===== src/rtl/spin_seq_ctrl.sv =====
// Position sequencer for the 6-position spinner decoder: steps num 0..5 at a programmable
// tick rate, counts laps and stops at a lap target. SPIN_REVERSE_EN adds a dir input.
module spin_seq_ctrl #(
    parameter int unsigned TICK_DIV = 25000000
) (
    input  logic       clk,
    input  logic       rst,
    input  logic       start,
    input  logic       stop,
    input  logic [3:0] laps,
`ifdef SPIN_REVERSE_EN
    input  logic       dir,
`endif
    output logic [3:0] num,
    output logic       busy,
    output logic       done,
    output logic [3:0] lap_cnt
);

    localparam int unsigned NPOS     = 6;
    localparam int unsigned CntW     = 26;
    localparam logic [3:0]  LastPos  = 4'(NPOS - 1);
    localparam logic [CntW-1:0] TickLast = CntW'(TICK_DIV - 1);

    typedef enum logic [1:0] {
        StIdle,
        StSpin,
        StDone
    } state_e;

    state_e          state_q, state_d;
    logic [CntW-1:0] cnt_q, cnt_d;
    logic [3:0]      num_q, num_d;
    logic [3:0]      lap_q, lap_d;
    logic [3:0]      laps_q, laps_d;
    logic            busy_q, busy_d;
    logic            done_q, done_d;
`ifdef SPIN_REVERSE_EN
    logic            dir_q, dir_d;
`endif

    logic       tick;
    logic [3:0] next_pos;
    logic [3:0] lap_inc;

    assign tick    = (cnt_q == TickLast);
    assign lap_inc = (lap_q == 4'hF) ? lap_q : lap_q + 4'd1;

    always_comb begin
        next_pos = (num_q == LastPos) ? 4'd0 : num_q + 4'd1;
`ifdef SPIN_REVERSE_EN
        if (dir_q) begin
            next_pos = (num_q == 4'd0) ? LastPos : num_q - 4'd1;
        end
`endif
    end

    always_comb begin
        state_d = state_q;
        cnt_d   = cnt_q;
        num_d   = num_q;
        lap_d   = lap_q;
        laps_d  = laps_q;
`ifdef SPIN_REVERSE_EN
        dir_d   = dir_q;
`endif
        case (state_q)
            StIdle: begin
                cnt_d = '0;
                if (start && !stop) begin
                    state_d = StSpin;
                    laps_d  = laps;
                    lap_d   = 4'd0;
`ifdef SPIN_REVERSE_EN
                    dir_d   = dir;
`endif
                end
            end
            StSpin: begin
                if (stop) begin
                    // Abort holds num and lap_cnt; the final tick is dropped too.
                    state_d = StIdle;
                    cnt_d   = '0;
                end else if (tick) begin
                    cnt_d = '0;
                    num_d = next_pos;
                    if (next_pos == 4'd0) begin
                        lap_d = lap_inc;
                        if (laps_q != 4'd0 && lap_inc == laps_q) begin
                            state_d = StDone;
                        end
                    end
                end else begin
                    cnt_d = cnt_q + 1'b1;
                end
            end
            StDone: begin
                state_d = StIdle;
                cnt_d   = '0;
            end
            default: begin
                state_d = StIdle;
                cnt_d   = '0;
            end
        endcase
        busy_d = (state_d == StSpin);
        done_d = (state_d == StDone);
    end

    always_ff @(posedge clk) begin
        if (rst) begin
            state_q <= StIdle;
            cnt_q   <= '0;
            num_q   <= 4'd0;
            lap_q   <= 4'd0;
            laps_q  <= 4'd0;
            busy_q  <= 1'b0;
            done_q  <= 1'b0;
`ifdef SPIN_REVERSE_EN
            dir_q   <= 1'b0;
`endif
        end else begin
            state_q <= state_d;
            cnt_q   <= cnt_d;
            num_q   <= num_d;
            lap_q   <= lap_d;
            laps_q  <= laps_d;
            busy_q  <= busy_d;
            done_q  <= done_d;
`ifdef SPIN_REVERSE_EN
            dir_q   <= dir_d;
`endif
        end
    end

    assign num     = num_q;
    assign busy    = busy_q;
    assign done    = done_q;
    assign lap_cnt = lap_q;

endmodule


===== config.mk =====
export PLATFORM = sky130hd
export DESIGN_NAME = spin_seq_ctrl
export DESIGN_NICKNAME = d
export VERILOG_FILES = /design/src/rtl/spin_seq_ctrl.sv
export SDC_FILE = /design/constraint.sdc
export NUM_CORES = 1
export LEC_CHECK = 0
export CORE_MARGIN = 3
export CORE_UTILIZATION = 30
export DETAILED_ROUTE_END_ITERATION = 10
export GPL_TIMING_DRIVEN = 1
export PLACE_DENSITY = 0.56
export SLEW_MARGIN = 10
export SYNTH_ARGS = -nofsm -noshare
export SYNTH_HDL_FRONTEND = slang
export SYNTH_SLANG_ARGS = --single-unit

===== constraint.sdc =====
create_clock -name clk -period 4.4 [get_ports clk]
set_clock_uncertainty 0.05 [all_clocks]
set_input_delay 0.44 -clock clk [delete_from_list [all_inputs] [get_ports clk]]
set_output_delay 0.44 -clock clk [all_outputs]
set_load 0.01 [all_outputs]

==> impl_metrics.json <==
{
  "p_comb_share_pct": 3.3,
  "max-slew-margin-rel_pct": 31.7,
  "drt-initial-drc-count": 58,
  "antenna_cells": 0,
  "synth-edff-count": 0,
  "cts_tree": "built",
  "holdPathStages": 1,
  "synth_warnings": 0,
  "yosysSeqAreaShare_pct": 43.0,
  "viasPerCell": 4.85,
  "drv_cap": 0,
  "cp_cell_sequence": "or4b_1 > or4_4 > o21ai_1 > buf_4 > nor2_1",
  "vias": 1585,
  "clk-insertion-delay-late_ns": 0.28,
  "grt_setup_unrepaired": "false",
  "antenna_found_initial": 0,
  "rows": 28,
  "grt_pass1_wl_mm": 6.38,
  "fin_total_pwr_w": 0.000687,
  "cp-endpoint": "cnt_q[24]",
  "post-cts-setup-buffers": 0,
  "htreeDepth": 2,
  "synth_seq_cells": 42,
  "worstSetupPathType": "reg2reg",
  "port_buffers": 17,
  "die-area_um2": 7520,
  "dp.final_hpwl_mm": 2.65,
  "status": "complete, no violations",
  "hold_ws_ns": 0.412,
  "cts.sinks": 42,
  "seqPwrFrac_pct": 56.0,
  "hold_viol_final": 0,
  "p_switching_w": 0.000135,
  "worst_hold_path_type": "reg2reg",
  "io_pins": 18,
  "grt_max_degree": 18,
  "grt_pass1_vias": 1461,
  "period_share_pct": 59.4,
  "crit_start": "cnt_q[15]",
  "cp.depth": 5,
  "power_density_nw_per_um2": 296,
  "cts_resized": 0,
  "root_buffer": "clkbuf_8",
  "path_clk_slew_ns": 0.07,
  "fmax_mhz": 382,
  "critPathBufInv": 1,
  "finalSetupTns_ns": 0,
  "required_ns": 4.52,
  "dr.pass1.iters": 4,
  "slowest_delay_ns": 0.59,
  "syn_area_per_cell_um2": 8.47,
  "cts_made_buffers": 5,
  "synth_cells": 231,
  "crit_arrival_ns": 2.74,
  "initial_core_util_pct": 31.9,
  "core_region_area_um2": 6130,
  "rr_worst_depth": 5,
  "rrSetupSlack_ns": 1.78,
  "async_flop_share_pct": 0,
  "slew_viol_final": 0,
  "drc": 0,
  "ys_types": 38,
  "switching_share_pct": 19.6,
  "fin_area_um2": 2320,
  "leakagePower_nw": 0.722,
  "clockBufferDepth": 2,
  "die_h_um": 86.7,
  "routed_wirelength_mm": 3.68,
  "die_w_um": 86.7,
  "peakVddDrop_uv": 196,
  "critPathTopFamily": "simple AND/OR/NAND/NOR gates",
  "grt.overflow.total": 0,
  "layout-drive-gt1-share_pct": 7.14,
  "synthesis.nets": 241,
  "area_growth_pct": 18.7,
  "reg2reg_from": "cnt_q[15]",
  "internal-power_w": 0.000553,
  "cp_slowest_cell": "o21ai_1",
  "wl_per_cell_um": 11.2,
  "syn_area_um2": 1960,
  "ant_nets": 0,
  "reg2reg_to": "cnt_q[24]",
  "nNetsFinal": 261,
  "startpoint_type": "flip-flop",
  "finalSetupViolCount": 0,
  "synthFlopType": "dfxtp_1",
  "fillCellCount": 623,
  "worstSetupEndpointType": "flip-flop",
  "cts_hold_buf": 0,
  "period_minus_slack_ns": 2.62,
  "worst_slew_pin_slew_ns": 1.01,
  "pwr-share-clk_pct": 40.7,
  "gp_congestion": 0.719,
  "place_area_um2": 2210,
  "grt_usage_pct": 10.5,
  "cp_max_fo": 17
}
-- final cells by class --
type                       instances  area [um2]  share of cell area (%)
inverter                           7        26.3                    1.13
multi-input combinational        176        1070                    45.9
sequential                        42         841                    36.2
timing repair buffer              19         185                    7.97
tap                               75        93.8                    4.04
clock buffer                       8         110                    4.74
-- power by group through the flow --
| stage | combinational, W | clock [W] | sequential, W |
|---|---|---|---|
| 2_1_floorplan | 0.0000123 | 0 | 0.000394 |
| 6_report | 0.0000224 | 0.000280 | 0.000385 |
| 4_1_cts | 0.0000229 | 0.000293 | 0.000385 |
| 5_1_grt | 0.0000251 | 0.000312 | 0.000386 |
| 3_5_place_dp | 0.0000227 | 0 | 0.000394 |
| 3_3_place_gp | 0.0000228 | 0 | 0.000394 |
-- worst min-delay path by stage --
stage	startpoint	endpoint
final	cnt_q[0]	cnt_q[0]
after CTS	cnt_q[0]	cnt_q[0]
after detailed placement	cnt_q[0]	cnt_q[0]
after floorplan	cnt_q[0]	cnt_q[0]
after global placement	cnt_q[0]	cnt_q[0]
after global routing	cnt_q[0]	cnt_q[0]
-- cells in the mapped netlist, types with 2 or more instances --
library cell  number  area share [%]
mux2i_1            4             2.0
nand4_1            9             2.9
or2_2              3            0.96
xnor2_1           14             6.3
ha_1               2             1.3
and4_1             3             1.3
nand2_1           18             3.5
nor2_1            37             7.1
dfxtp_1           42              43
a21oi_1           11             2.8
nor4_1             3            0.96
nor2b_1            3            0.96
clkbuf_1           6             1.2
a221oi_1           2            0.90
or4_4              3             1.7
nor3_1             7             1.8
o21ai_0            6             1.5
inv_1              7             1.3
or3_1              7             2.2
nand2b_1           2            0.64
xor2_1            13             5.8
nand3_1           13             3.3
-- per-stage QoR --
stage	setup WS, ns	std cells	util, %
3_5_place_dp	1.74	319	36.1
3_3_place_gp	1.75	319	36.1
6_report	1.78	327	37.9
4_1_cts	1.73	327	37.9
5_1_grt	1.62	327	37.9
2_1_floorplan	1.96	231	-
-- cells by family (layout without fill, tap and decap cells) --
| family | after synthesis | count (layout) | share of synthesized area [%] |
|---|---|---|---|
| AOI/OAI and AO/OA | 25 | 25 | 7.49 |
| adders and majority gates | 2 | 2 | 1.28 |
| xor gates and xnor gates | 27 | 27 | 12.1 |
| DFF | 42 | 42 | 43.0 |
| muxes | 4 | 4 | 2.05 |
| buffers and inverters | 13 | 34 | 2.50 |
| and+or+nand+nor | 118 | 118 | 31.6 |
-- worst register-to-register path, stage by stage, from the launching register on --
cell and delay [ns]:
dfxtp_1 0.37, or4b_1 0.56, or4_4 0.54, o21ai_1 0.59, buf_4 0.34, nor2_1 0.07
-- sequential cells by signal (all words and copies together) (netlist names) --
register  flops
state_q       2
lap_cnt       4
laps_q        4
done          1
num           4
busy          1
cnt_q        26
-- cell usage in the layout (no fill, tap or decap), types with 4 or more instances in the layout --
cell             count
a21oi_1             11
clkbuf_8             8
clkdlybuf4s50_1     17
dfxtp_1             42
inv_1                7
mux2i_1              4
nand2_1             18
nand3_1             13
nand4_1              9
nor2_1              37
nor3_1               7
o21ai_0              6
or3_1                7
xnor2_1             14
xor2_1              13
-- metal layers --
layer	part of all wire, %	vias to the layer above	track usage [%]
li1	-	847	-
met1	52	723	13.4
met2	45	13	17.4
met3	3.0	2	2.85
met4	0.63	0	2.97
met5	0	-	0
Power figures use the tool's default switching activity.
